### config.mk
export PLATFORM = sky130hd
export DESIGN_NAME = video_timing_gen_flat
export DESIGN_NICKNAME = d
export VERILOG_FILES = /design/src/rtl/video_pkg.sv /design/src/rtl/video_timing_gen_if.sv /design/src/rtl/video_timing_gen_sync_delay_line.sv /design/src/rtl/video_timing_gen.sv /design/src/flat_wrapper.sv
export SDC_FILE = /design/constraint.sdc
export NUM_CORES = 1
export LEC_CHECK = 0
export ABC_AREA = 0
export BUFFER_PORTS_ARGS = -buffer_cell sky130_fd_sc_hd__buf_2
export CAP_MARGIN = 20
export CORE_MARGIN = 2
export CORE_UTILIZATION = 55
export CTS_CLUSTER_DIAMETER = 40
export CTS_CLUSTER_SIZE = 28
export DETAILED_ROUTE_END_ITERATION = 16
export PLACE_DENSITY = 0.74
export RECOVER_POWER = 50
export SYNTH_ARGS = -nofsm -noshare
export SYNTH_HDL_FRONTEND = slang
export SYNTH_SLANG_ARGS = --single-unit
### constraint.sdc
create_clock -name clock -period 4 [get_ports clock]
set_clock_uncertainty 0.05 [all_clocks]
set_input_delay 0.2 -clock clock [delete_from_list [all_inputs] [get_ports clock]]
set_output_delay 0.2 -clock clock [all_outputs]
set_load 0.02 [all_outputs]
### src/rtl/video_pkg.sv
// Shared timing description and the default 640x480@60 raster constants.
package video_pkg;

    // One axis of a raster: visible span followed by front porch, sync and back porch.
    typedef struct packed {
        int unsigned active;
        int unsigned front;
        int unsigned sync;
        int unsigned back;
    } timing_t;

    localparam timing_t H_DEFAULT = '{active: 640, front: 16, sync: 96, back: 48};
    localparam timing_t V_DEFAULT = '{active: 480, front: 10, sync: 2,  back: 33};

    // Total counts per axis (pixels per line or lines per frame).
    function automatic int unsigned t_total(timing_t t);
        return t.active + t.front + t.sync + t.back;
    endfunction

    // First count of the sync window.
    function automatic int unsigned sync_start(timing_t t);
        return t.active + t.front;
    endfunction

    // First count past the sync window.
    function automatic int unsigned sync_end(timing_t t);
        return t.active + t.front + t.sync;
    endfunction

endpackage

### src/rtl/video_timing_gen_if.sv
// Control inputs and raster outputs of the timing generator.
interface video_timing_gen_if #(
    parameter int unsigned X_WIDTH = 11,
    parameter int unsigned Y_WIDTH = 10
);
    logic               ce;
    logic [Y_WIDTH-1:0] line_cmp;
    logic [X_WIDTH-1:0] x;
    logic [Y_WIDTH-1:0] y;
    logic               active;
    logic               hsync;
    logic               vsync;
    logic               blank_n;
    logic               frame_start;
    logic               line_start;
    logic               line_irq;
    logic [15:0]        frame_count;

    modport master (
        input  ce, line_cmp,
        output x, y, active, hsync, vsync, blank_n,
               frame_start, line_start, line_irq, frame_count
    );

    modport slave (
        output ce, line_cmp,
        input  x, y, active, hsync, vsync, blank_n,
               frame_start, line_start, line_irq, frame_count
    );
endinterface

### src/rtl/video_timing_gen_sync_delay_line.sv
// ce-qualified shift register: output register plus DEPTH extra stages.
module sync_delay_line #(
    parameter int unsigned      WIDTH   = 3,
    parameter int unsigned      DEPTH   = 2,
    parameter logic [WIDTH-1:0] RST_VAL = '0
) (
    input  logic             clock,
    input  logic             reset,
    input  logic             ce_i,
    input  logic [WIDTH-1:0] din_i,
    output logic [WIDTH-1:0] dout_o
);
    logic [WIDTH-1:0] stage_q [0:DEPTH];

    // Shift one position per ce step; stage 0 doubles as the output register when DEPTH=0.
    always_ff @(posedge clock or negedge reset) begin
        if (!reset) begin
            for (int unsigned i = 0; i <= DEPTH; i++) begin
                stage_q[i] <= RST_VAL;
            end
        end else if (ce_i) begin
            stage_q[0] <= din_i;
            for (int unsigned i = 1; i <= DEPTH; i++) begin
                stage_q[i] <= stage_q[i-1];
            end
        end
    end

    assign dout_o = stage_q[DEPTH];
endmodule

### src/rtl/video_timing_gen.sv
// Raster timing generator: counters, sync/blank with programmable delay, line/frame events.
module video_timing_gen
    import video_pkg::*;
#(
    parameter int unsigned H_ACTIVE   = H_DEFAULT.active,
    parameter int unsigned H_FRONT    = H_DEFAULT.front,
    parameter int unsigned H_SYNC     = H_DEFAULT.sync,
    parameter int unsigned H_BACK     = H_DEFAULT.back,
    parameter int unsigned V_ACTIVE   = V_DEFAULT.active,
    parameter int unsigned V_FRONT    = V_DEFAULT.front,
    parameter int unsigned V_SYNC     = V_DEFAULT.sync,
    parameter int unsigned V_BACK     = V_DEFAULT.back,
    parameter bit          HSYNC_POL  = 1'b0,
    parameter bit          VSYNC_POL  = 1'b0,
    parameter int unsigned X_WIDTH    = 11,
    parameter int unsigned Y_WIDTH    = 10,
    parameter int unsigned PIPE_DELAY = 2
) (
    input  logic              clock,
    input  logic              reset,
    video_timing_gen_if.master vif
);
    localparam timing_t     H_T      = '{active: H_ACTIVE, front: H_FRONT, sync: H_SYNC, back: H_BACK};
    localparam timing_t     V_T      = '{active: V_ACTIVE, front: V_FRONT, sync: V_SYNC, back: V_BACK};
    localparam int unsigned H_TOTAL  = t_total(H_T);
    localparam int unsigned V_TOTAL  = t_total(V_T);
    localparam int unsigned HS_START = sync_start(H_T);
    localparam int unsigned HS_END   = sync_end(H_T);
    localparam int unsigned VS_START = sync_start(V_T);
    localparam int unsigned VS_END   = sync_end(V_T);
    localparam logic [2:0]  SYNC_RST = {~HSYNC_POL, ~VSYNC_POL, 1'b0};

    logic [X_WIDTH-1:0] h_q, h_d;
    logic [Y_WIDTH-1:0] v_q, v_d;
    logic [X_WIDTH-1:0] x_q;
    logic [Y_WIDTH-1:0] y_q;
    logic               active_q;
    logic               line_start_q, frame_start_q, line_irq_q;
    logic [15:0]        frame_count_q, frame_count_d;
    logic               active_c, hs_act_c, vs_act_c;
    logic               line_start_c, frame_start_c, line_irq_c;
    logic [2:0]         sync_raw_c, sync_dly;

    // Next counter position and everything decoded from it.
    always_comb begin
        h_d = h_q;
        v_d = v_q;
        if (vif.ce) begin
            if (h_q == X_WIDTH'(H_TOTAL - 1)) begin
                h_d = '0;
                v_d = (v_q == Y_WIDTH'(V_TOTAL - 1)) ? '0 : v_q + Y_WIDTH'(1);
            end else begin
                h_d = h_q + X_WIDTH'(1);
            end
        end
        active_c      = (32'(h_d) < H_ACTIVE) && (32'(v_d) < V_ACTIVE);
        hs_act_c      = (32'(h_d) >= HS_START) && (32'(h_d) < HS_END);
        vs_act_c      = (32'(v_d) >= VS_START) && (32'(v_d) < VS_END);
        line_start_c  = vif.ce && (h_d == '0);
        frame_start_c = line_start_c && (v_d == '0);
        line_irq_c    = line_start_c && (v_d == vif.line_cmp);
        frame_count_d = frame_start_c ? frame_count_q + 16'd1 : frame_count_q;
        sync_raw_c    = {~(hs_act_c ^ HSYNC_POL), ~(vs_act_c ^ VSYNC_POL), active_c};
    end

    // Counters and undelayed outputs; reset parks counters so the first ce lands on (0,0).
    always_ff @(posedge clock or negedge reset) begin
        if (!reset) begin
            h_q           <= X_WIDTH'(H_TOTAL - 1);
            v_q           <= Y_WIDTH'(V_TOTAL - 1);
            x_q           <= '0;
            y_q           <= '0;
            active_q      <= 1'b0;
            line_start_q  <= 1'b0;
            frame_start_q <= 1'b0;
            line_irq_q    <= 1'b0;
            frame_count_q <= '0;
        end else begin
            h_q           <= h_d;
            v_q           <= v_d;
            line_start_q  <= line_start_c;
            frame_start_q <= frame_start_c;
            line_irq_q    <= line_irq_c;
            frame_count_q <= frame_count_d;
            if (vif.ce) begin
                x_q      <= h_d;
                y_q      <= v_d;
                active_q <= active_c;
            end
        end
    end

    sync_delay_line #(
        .WIDTH   (3),
        .DEPTH   (PIPE_DELAY),
        .RST_VAL (SYNC_RST)
    ) u_sync_delay (
        .clock  (clock),
        .reset  (reset),
        .ce_i   (vif.ce),
        .din_i  (sync_raw_c),
        .dout_o (sync_dly)
    );

    assign vif.x           = x_q;
    assign vif.y           = y_q;
    assign vif.active      = active_q;
    assign vif.hsync       = sync_dly[2];
    assign vif.vsync       = sync_dly[1];
    assign vif.blank_n     = sync_dly[0];
    assign vif.line_start  = line_start_q;
    assign vif.frame_start = frame_start_q;
    assign vif.line_irq    = line_irq_q;
    assign vif.frame_count = frame_count_q;
endmodule

### src/flat_wrapper.sv
// flat-port wrapper written by rule: the top's interface ports become plain ports
module video_timing_gen_flat import video_pkg::*;
#(
    parameter int unsigned H_ACTIVE   = H_DEFAULT.active,
    parameter int unsigned H_FRONT    = H_DEFAULT.front,
    parameter int unsigned H_SYNC     = H_DEFAULT.sync,
    parameter int unsigned H_BACK     = H_DEFAULT.back,
    parameter int unsigned V_ACTIVE   = V_DEFAULT.active,
    parameter int unsigned V_FRONT    = V_DEFAULT.front,
    parameter int unsigned V_SYNC     = V_DEFAULT.sync,
    parameter int unsigned V_BACK     = V_DEFAULT.back,
    parameter bit          HSYNC_POL  = 1'b0,
    parameter bit          VSYNC_POL  = 1'b0,
    parameter int unsigned X_WIDTH    = 11,
    parameter int unsigned Y_WIDTH    = 10,
    parameter int unsigned PIPE_DELAY = 2
)
  (clock, reset, vif_ce, vif_line_cmp, vif_x, vif_y, vif_active, vif_hsync, vif_vsync, vif_blank_n, vif_frame_start, vif_line_start, vif_line_irq, vif_frame_count);
  video_timing_gen_if #(.X_WIDTH(X_WIDTH), .Y_WIDTH(Y_WIDTH)) vif_i ();
  input  logic clock;
  input  logic reset;
  input wire logic [$bits(vif_i.ce)-1:0] vif_ce;
  input wire logic [$bits(vif_i.line_cmp)-1:0] vif_line_cmp;
  output wire logic [$bits(vif_i.x)-1:0] vif_x;
  output wire logic [$bits(vif_i.y)-1:0] vif_y;
  output wire logic [$bits(vif_i.active)-1:0] vif_active;
  output wire logic [$bits(vif_i.hsync)-1:0] vif_hsync;
  output wire logic [$bits(vif_i.vsync)-1:0] vif_vsync;
  output wire logic [$bits(vif_i.blank_n)-1:0] vif_blank_n;
  output wire logic [$bits(vif_i.frame_start)-1:0] vif_frame_start;
  output wire logic [$bits(vif_i.line_start)-1:0] vif_line_start;
  output wire logic [$bits(vif_i.line_irq)-1:0] vif_line_irq;
  output wire logic [$bits(vif_i.frame_count)-1:0] vif_frame_count;
  assign vif_i.ce = vif_ce;
  assign vif_i.line_cmp = vif_line_cmp;
  assign vif_x = vif_i.x;
  assign vif_y = vif_i.y;
  assign vif_active = vif_i.active;
  assign vif_hsync = vif_i.hsync;
  assign vif_vsync = vif_i.vsync;
  assign vif_blank_n = vif_i.blank_n;
  assign vif_frame_start = vif_i.frame_start;
  assign vif_line_start = vif_i.line_start;
  assign vif_line_irq = vif_i.line_irq;
  assign vif_frame_count = vif_i.frame_count;
  video_timing_gen #(.H_ACTIVE(H_ACTIVE), .H_FRONT(H_FRONT), .H_SYNC(H_SYNC), .H_BACK(H_BACK), .V_ACTIVE(V_ACTIVE), .V_FRONT(V_FRONT), .V_SYNC(V_SYNC), .V_BACK(V_BACK), .HSYNC_POL(HSYNC_POL), .VSYNC_POL(VSYNC_POL), .X_WIDTH(X_WIDTH), .Y_WIDTH(Y_WIDTH), .PIPE_DELAY(PIPE_DELAY)) u_core (.clock(clock), .reset(reset), .vif(vif_i));
endmodule
==> After elaboration in Yosys (flattened, before gate mapping) <==
Cells that the tools add are included.
{ "word_totals": {"reg_bits": 71, "word_cells": 39} }
{ "classes": {"n_addsub": 3, "n_lt_le_gt_ge": 6, "n_eq_ne": 3, "mux": 5, "bitwise": 2, "n_reduce_logical": 8} }
{ "op_table": {"columns": ["op", "count"], "rows": [
  ["two-way mux 10 bit", 3],
  ["less-than comparator 11 x 10 -> 1 bit, second input constant", 2],
  ["two-way mux 11 bit", 2],
  ["less-than comparator 10 x 9 -> 1 bit, second input constant", 2],
  ["adder 16 x 1 -> 16 bit, second input constant", 1],
  ["adder 11 x 1 -> 11 bit, second input constant", 1],
  ["== test 11 x 10 -> 1 bit, second input constant", 1],
  ["greater-or-equal comparator 11 x 10 -> 1 bit, second input constant", 1],
  ["logical NOT 11 bit", 1],
  ["adder 10 x 1 -> 10 bit, second input constant", 1],
  ["== test 10 bit", 1],
  ["== test 10 bit, second input constant", 1],
  ["greater-or-equal comparator 10 x 9 -> 1 bit, second input constant", 1],
  ["logical NOT 10 bit", 1],
  ["logical AND 1 bit", 6],
  ["NOT 1 bit", 2]
]} }

==> Longest topological paths before layout <==
Gate-level depths: netlist (run 1).
{ "logic_depth": {"word_depth": 7, "ltp_mapped": 13, "mapped_depth_nobuf": 9} }

==> Cells and area by module <==
Synthesis (run 1) repeated with hierarchy kept, for this count alone.
{ "unflattened": {"cells_unflattened": 391, "area_unflattened_um2": 3801.1} }
{ "by_module_without_submodules": {"columns": ["mod", "n_inst", "cells_per_inst", "area_each_um2"], "rows": [
  ["video_timing_gen", 1, 369, 3399.5],
  ["sync_delay_line", 1, 22, 401.6]
]} }

==> Worst setup path after synthesis (run 1) <==
Ideal clock, no wire load.
{ "synth_timing": {"kind": "reg2reg", "start": "reg u_core.h_q[6]", "end": "reg u_core.frame_count_q[1] (netlist: u_core.vif.frame_count[1])", "setup_time_ns": 0.128, "arrival_time_ns": 3.211, "setup_slack_ns": 0.611, "stages_incl_launch_ff": 11, "path_cell_list": "dfrtp_1 buf_2 or4_4 buf_6 or4_4 buf_6 a2111oi_4 o311ai_0 or4_1 nor3_2 mux2_1"} }
{ "synth_via": {"elab_chain_cells": 6, "elab_cells_between_ends": 10, "cone_classes": "add/sub (1); eq/ne (1); mux (4); reduce/logical (4)"} }
{ "synth_lines": {"columns": ["element", "line", "text"], "rows": [
  ["start, declared", "video_timing_gen.sv:33", "logic [X_WIDTH-1:0] h_q, h_d;"],
  ["start signal, assigned", "video_timing_gen.sv:69", "h_q <= X_WIDTH'(H_TOTAL - 1);"],
  ["adder 11 x 1 -> 11 bit / == test 11 x 10 -> 1 bit (equally long branches)", "video_timing_gen.sv:53, video_timing_gen.sv:49", null],
  ["two-way mux 11 bit", "video_timing_gen.sv:49", "if (h_q == X_WIDTH'(H_TOTAL - 1)) begin"],
  ["two-way mux 11 bit", "video_timing_gen.sv:48", "if (vif.ce) begin"],
  ["logical NOT 11 bit", "video_timing_gen.sv:59", "line_start_c = vif.ce && (h_d == '0);"],
  ["logical AND 1 bit", "video_timing_gen.sv:59", null],
  ["logical AND 1 bit (*)", "video_timing_gen.sv:60", "frame_start_c = line_start_c && (v_d == '0);"],
  ["net u_core.frame_start_c", "video_timing_gen.sv:41", "logic line_start_c, frame_start_c, line_irq_c;"],
  ["end signal, assigned", "video_timing_gen.sv:84", "frame_count_q <= frame_count_d;"],
  ["end, declared", "video_timing_gen.sv:39", "logic [15:0] frame_count_q, frame_count_d;"]
]} }
The timed path passes the listed nets; every way through them passes the cells marked *.
A chain may end at the register's enable or synchronous reset.

==> Worst setup path after layout (run 1) <==
{ "layout_timing": {"start": "reg u_core.h_q[6]", "end": "reg u_core.frame_count_q[8] (netlist: u_core.vif.frame_count[8])"} }
{ "layout_via": {"elab_chain_cells": 6, "elab_cells_between_ends": 10, "cone_classes": "add/sub (1); eq/ne (1); mux (4); reduce/logical (4)"} }
{ "layout_lines": {"columns": ["element", "line"], "rows": [
  ["adder 11 x 1 -> 11 bit / == test 11 x 10 -> 1 bit (equally long branches)", "video_timing_gen.sv:53, video_timing_gen.sv:49"],
  ["two-way mux 11 bit", "video_timing_gen.sv:49"],
  ["two-way mux 11 bit", "video_timing_gen.sv:48"],
  ["logical NOT 11 bit", "video_timing_gen.sv:59"],
  ["logical AND 1 bit", "video_timing_gen.sv:59"],
  ["logical AND 1 bit (*)", "video_timing_gen.sv:60"]
]} }
Every way passes the cells marked *; elsewhere a longest branch is shown, timed or not.

==> results of run 1 <==
[cell type report]
type | count | area, sq um | share of cell area, %
inverters | 14 | 52.55 | 1.225
repair buffers | 67 | 302.8 | 7.060
clock inverters | 6 | 92.59 | 2.159
multi-input cells | 277 | 1832 | 42.71
flip-flops and latches | 70 | 1772 | 41.31
well taps | 80 | 100.1 | 2.334
clock buffers | 10 | 137.6 | 3.209
[metal layers]
layer	vias to the layer above	wire length, um
met5	-	0
met4	0	142
met3	16	420
met2	89	4285
met1	1493	3901
li1	1493	-
[registers in the layout, indices dropped and copies added (netlist names)]
register / flops
u_core.h_q: 11
u_core.vif.line_irq: 1
u_core.u_sync_delay.stage_q: 6
u_core.vif.y: 10
u_core.vif.x: 11
u_core.vif.frame_start: 1
u_core.vif.line_start: 1
u_core.vif.frame_count: 16
u_core.v_q: 10
u_core.u_sync_delay.dout_o: 3
[synthesized netlist by cell type, types with 2 or more instances]
| master | n |
|---|---|
| nor4_2 | 4 |
| o311ai_0 | 2 |
| o21bai_1 | 2 |
| nand2_1 | 31 |
| dfrtp_1 | 54 |
| o21ai_0 | 7 |
| dfstp_2 | 16 |
| a31oi_1 | 3 |
| o21ai_1 | 6 |
| clkbuf_1 | 17 |
| o2bb2ai_1 | 8 |
| or4_4 | 2 |
| inv_1 | 12 |
| buf_6 | 3 |
| and4_1 | 3 |
| or4_1 | 5 |
| nand4_1 | 11 |
| and2_1 | 4 |
| xor2_1 | 18 |
| xnor2_1 | 20 |
| o211ai_1 | 4 |
| nor3_1 | 17 |
| a21oi_1 | 18 |
| buf_2 | 2 |
| a211oi_1 | 2 |
| nor3b_1 | 2 |
| ha_1 | 4 |
| xnor3_1 | 3 |
| nand3_1 | 18 |
| mux2_2 | 6 |
| o21a_1 | 3 |
| or3_1 | 6 |
| nor4_1 | 9 |
| buf_1 | 2 |
| and3_1 | 7 |
| nand4b_1 | 2 |
| nor2_1 | 37 |
[power by group through the flow]
stage	combinational [mW]	sequential, mW	clock [mW]
2_1_floorplan	0.183	0.878	0
3_3_place_gp	0.285	0.867	0
3_5_place_dp	0.287	0.871	0
4_1_cts	0.291	0.859	0.672
5_1_grt	0.308	0.871	0.712
6_report	0.278	0.860	0.669
[metrics by stage]
step,util [%],hold slack [ns]
CTS,64.66,0.09258
floorplan,-,-0.1456
detailed placement,61.08,0.3791
global route,63.84,0.1105
global placement,61.08,0.3741
finish,63.84,0.1046
[timing repair]
action	4_1_cts	5_1_grt
setup buffers	0	0
hold endpoints to repair	3	0
hold buffers	1	0
gates resized for setup	0	0
[kinds of logic (layout without fill, tap and decap cells)]
family / count (synthesis) / after routing / synth area share (%)
and+or+nand+nor: 161 / 161 / 22.83
DFF: 70 / 70 / 46.98
AOI/OAI and AO/OA: 63 / 63 / 11.45
xor gates and xnor gates: 41 / 41 / 10.62
buffers and inverters: 38 / 97 / 4.446
muxes: 8 / 8 / 2.356
adders and majority gates: 4 / 4 / 1.327
[tightest hold or removal path: cells and delay by family]
| kind | cells | cell delay, ns |
|---|---|---|
| XOR/XNOR | 1 | 0.06 |
| buffers and inverters | 1 | 0.08 |
| AND/OR/NAND/NOR | 1 | 0.14 |
[worst max path at each step]
stage	start	end	slack, ns	cells after the start
floorplan	u_core.h_q[6]	u_core.vif.frame_count[1]	0.61	10
global placement	u_core.h_q[5]	u_core.vif.frame_count[8]	0.44	7
detailed placement	u_core.h_q[6]	u_core.vif.frame_count[8]	0.34	7
CTS	u_core.h_q[6]	u_core.vif.frame_count[8]	0.33	7
global route	u_core.h_q[6]	u_core.vif.frame_count[8]	0.14	7
finish	u_core.h_q[6]	u_core.vif.frame_count[8]	0.32	7
==> impl_metrics.toml, run 1 <==
[yosys]
syn_area_sq_mm = 0.003771
yosys_warnings = 0
syn_inst = 385
avgSynthCellArea_sq_um = 9.795
synth_ff_type = "dfrtp_1"
synth_area_leaders = "dfrtp_1, dfstp_2, xnor2_1"
synth-edff-count = 0
ys_types = 52
synth_top_cell_by_area = "dfrtp_1"
yosysSeqAreaShare_pct = 46.98
synth_top_area_share_pct = 35.83
synth-seq-cells = 70
synth_nets = 402
synth-async-reset-ratio_pct = 100.0

[layout]
antenna_cells = 0
final_cell_mix = "dfrtp_1, clkbuf_1, nor2_1, nand2_1, xnor2_1"
area_delta_synth_final_pct = 13.74
fillers = 591
stdcell_count = 524
design_area_sq_mm = 0.004289
nets = 456
final_common_cell = "dfrtp_1"
drive_above_1_share_pct = 15.54

[setup_path]
path_cells = "or4_4 -> or4_4 -> a22oi_2 -> nand4_1 -> or4_1 -> or3_1 -> xnor2_1"
r2r_cells = 7
start_kind = "register"
arrival_ns = 3.88
r2r_slack_ns = 0.32
endpoint_kind = "register"
rr_endpoint = "u_core.vif.frame_count[8]"
path_class = "register to register"
reg2reg_from = "u_core.h_q[6]"
crit_path_max_incr_delay_ns = 0.75
critPathRequiredTime_ns = 4.20
crit_buf_inv = 0
cp_common_cell = "or4_4"
cp_top_family = "simple AND/OR/NAND/NOR gates"
critPathMaxFanout = 20
slowest_stage = "or4_1"

[placed_design]
gp_congestion = 0.9505
hpwl_um = 6033
placed_cell_area_sq_mm = 0.004104
portBuffers = 56
dp_cells = 506
dp_slack_ns = 0.3423

[pwr]
powerDensity_mw_per_mm2 = 421.4
intPower_mw = 1.259
power.total_mw = 1.807
p_seq_share_pct = 47.6
swShare_pct = 30.32
vdd_drop_max_mv = 0.3473
switching_power_mw = 0.5480
p_leak_nw = 1.830
p_comb_share_pct = 15.4
pwr-share-clk_pct = 37.0

[clock_network]
clk_path_buf_depth = 2
clock_sinks = 70
cts_made_buffers = 9
htree_levels = 3
cts_tree = "yes"
cts.reportedPaths.clkPinSlew_ns = 0.08
clk_latency_ns = 0.36
root_buffer = "clkbuf_8"

[route]
drt_wl_total_um = 8750
dr.pass1.iters = 5
ant_nets = 0
vias = 3091
drc = 0
wire_per_inst_um = 16.70
viasPerCell = 5.899
drt-initial-drc-count = 319

[floorplanning]
start_util_pct = 56.13
ios = 57
rows = 30
die_w_um = 86.81
coreArea_sq_mm = 0.006719
die_area_sq_mm = 0.007535
die_h_um = 86.81

[global_route]
grt_usage_pct = 24.96
gr-max-usage-layer = "met2"
grt_start_max_net_pins = 46
grt_overflow = 0
grtUsageMet2_pct = 38.93
grtUsageMet1_pct = 34.04
grt_pass1_vias = 2910
use_met3_pct = 6.000
antenna_found_initial = 0
grt_pass1_wl_um = 14480

[status]
status = "completed"

[timing]
slew_headroom_pct = 14.57
final_hold_viol_count = 0
clock.fmax_ghz = 0.2716
finalSetupTns_ns = 0
setup_viol = 0
worstMarginPinSlew_ns = 1.282
post-route-min-period_ns = 3.682
setup_slack_ns = 0.3175
slew_violations = 0
rsz0062_at_grt = "false"
finalCritPeriodShare_pct = 92.06

[hold_path]
holdPathEnd = "u_core.vif.line_irq"
hold_start = "vif_line_cmp[4]"
hold_class = "primary input to register"
hold_depth = 3

[job]
cap_violations = 0
Power figures use the tool's default switching activity.
==> run 2: changes to the inputs <==
Clock period 4 ns to 4.44 ns, I/O delays scaled along.
==> run 2 against run 1 <==
Compared with the run above:
- the flow now finishes with violations (capacitance limit, slew limit)
- first-iteration DRC count is 31% lower
- register-to-register slack improved by 0.40 ns
- wire length decreased by 5.8%
- sequential cell count did not move
- total power shrank 11%
- sequential share of layout area increased by 0.16 points
- count of clock-buffer cells in the layout is the same
- clock power is 12% lower
- largest power group unchanged
==> impl_metrics.toml, run 2 (same netlist as run 1, synthesis figures left out) <==
[status]
status = "complete, but fails checks"
failed_checks = "capacitance limit, slew limit"

[route]
wl_met3_um = 351
dr_wl_met2_um = 3906
drt-initial-drc-count = 219
wl_met1_um = 3809
vias = 3031
drt_wl_total_um = 8242
ant_nets = 0
dr.pass1.iters = 4
viasPerCell = 5.863
top_layer_used = "met4"
wire_per_inst_um = 15.94
drc = 0

[pwr]
p_leak_nw = 1.910
power.total_mw = 1.615
vdd_drop_max_mv = 0.3054
powerDensity_mw_per_mm2 = 377.9

[setup_path]
rr_endpoint = "u_core.vif.frame_count[8]"
start_kind = "register"
critPathMaxFanout = 20
arrival_ns = 3.92
critPathRequiredTime_ns = 4.64
cp-endpoint = "u_core.vif.frame_count[8]"
cp_top_family = "simple AND/OR/NAND/NOR gates"
slowest_stage = "or4_1"
reg2reg_from = "u_core.h_q[0]"
r2r_cells = 8
r2r_slack_ns = 0.72
crit_buf_inv = 0
crit_cells = 8
path_cells = "ha_1 -> nand3_1 -> or4_4 -> a22oi_2 -> nand4_1 -> or4_1 -> or3_1 -> xnor2_1"
crit_path_max_incr_delay_ns = 0.76
endpoint_kind = "register"
startpoint = "u_core.h_q[0]"
path_class = "register to register"

[floorplanning]
ios = 57
rows = 30
die_h_um = 86.81
coreArea_sq_mm = 0.006719
die_area_sq_mm = 0.007535
die_w_um = 86.81
start_util_pct = 56.13

[placed_design]
hpwl_um = 5777
dp_slack_ns = 0.7244
portBuffers = 56
gp_congestion = 0.9108

[layout]
final_cell_mix = "dfrtp_1, buf_2, nor2_1, nand2_1, xnor2_1"
final_common_cell = "dfrtp_1"
antenna_cells = 0
largest_reg_flops = 16
area_delta_synth_final_pct = 13.30
fillers = 575
nets = 449
post-route-util_pct = 63.59
drive_above_1_share_pct = 20.82

[global_route]
grt_start_max_net_pins = 71
grt_pass1_vias = 2840
grt_overflow = 0
grt_pass1_wl_um = 13790
grt_usage_pct = 23.25
antenna_found_initial = 0

[timing]
setup_slack_ns = 0.7174
worstMarginPinSlew_ns = 3.626
final_hold_viol_count = 0
finalSetupTns_ns = 0
rsz0062_at_grt = "false"
post-route-min-period_ns = 3.723
setup_viol = 0
finalCritPeriodShare_pct = 83.84
slew_violations = 71
clock.fmax_ghz = 0.2686
slew_headroom_pct = -141.7

[clock_network]
htree_levels = 3
cts_made_buffers = 9
hold_buffers = 0
clk_latency_ns = 0.36
cts_resized = 0
clk_path_buf_depth = 2
root_buffer = "clkbuf_8"
cts_tree = "yes"
cts.reportedPaths.clkPinSlew_ns = 0.08
clock_sinks = 70
postCtsSetupRepairBufs = 0

[job]
cap_violations = 1

[hold_path]
hold_class = "primary input to register"
run 2: cell types whose count changed in the layout (fill, tap and decap cells not counted), sizes merged:
cell	change
clkbuf	-28
buf	+22
clkinv	+2
clkinvlp	-1
dlygate4sd3	-1
inv	-1
run 2: final cells by class:
| cell class | instances | area [sq um] | share of cell area, % |
|---|---|---|---|
| timing repair buffer | 60 | 285.3 | 6.676 |
| sequential | 70 | 1772 | 41.46 |
| tap | 80 | 100.1 | 2.343 |
| clock inverter | 6 | 93.84 | 2.196 |
| clock buffer | 10 | 137.6 | 3.221 |
| inverter | 14 | 52.55 | 1.230 |
| multi-input combinational | 277 | 1832 | 42.87 |
run 2: through the flow:
stage / cell area (sq um) / instances / hold WS [ns]
after floorplan: 3771 / 385 / -0.1236
after global placement: 4066 / 501 / 0.4084
after detailed placement: 4066 / 501 / 0.4125
after CTS: 4298 / 517 / 0.04579
after global routing: 4273 / 517 / 0.1557
final: 4273 / 517 / 0.1349
run 2: tightest hold or removal path, stage by stage:
cell	delay, ns
buf_2	0.08
xnor2_1	0.06
and4_1	0.14
run 2: layer usage:
metal	up-vias	GRT usage (%)
met5	-	0
met4	0	9.801
met3	17	3.619
met2	73	35.46
met1	1461	32.98
li1	1480	-
run 2: power by group:
part / internal (mW) / switching, mW
combinational: 0.0925 / 0.157
clock: 0.335 / 0.257
sequential: 0.708 / 0.0660
total: 1.14 / 0.479
run 2: how the worst min path moves through the flow:
| stage | from | endpoint | slack, ns | cells after the start |
|---|---|---|---|---|
| final | vif_line_cmp[4] | u_core.vif.line_irq | 0.13 | 3 |
| after global routing | vif_line_cmp[4] | u_core.vif.line_irq | 0.16 | 3 |
| after CTS | reset | u_core.vif.y[0] | 0.05 | 2 |
| after detailed placement | u_core.vif.frame_count[15] | u_core.vif.frame_count[15] | 0.41 | 1 |
| after global placement | reset | u_core.vif.y[0] | 0.41 | 2 |
| after floorplan | reset | u_core.h_q[10] | -0.12 | 0 |
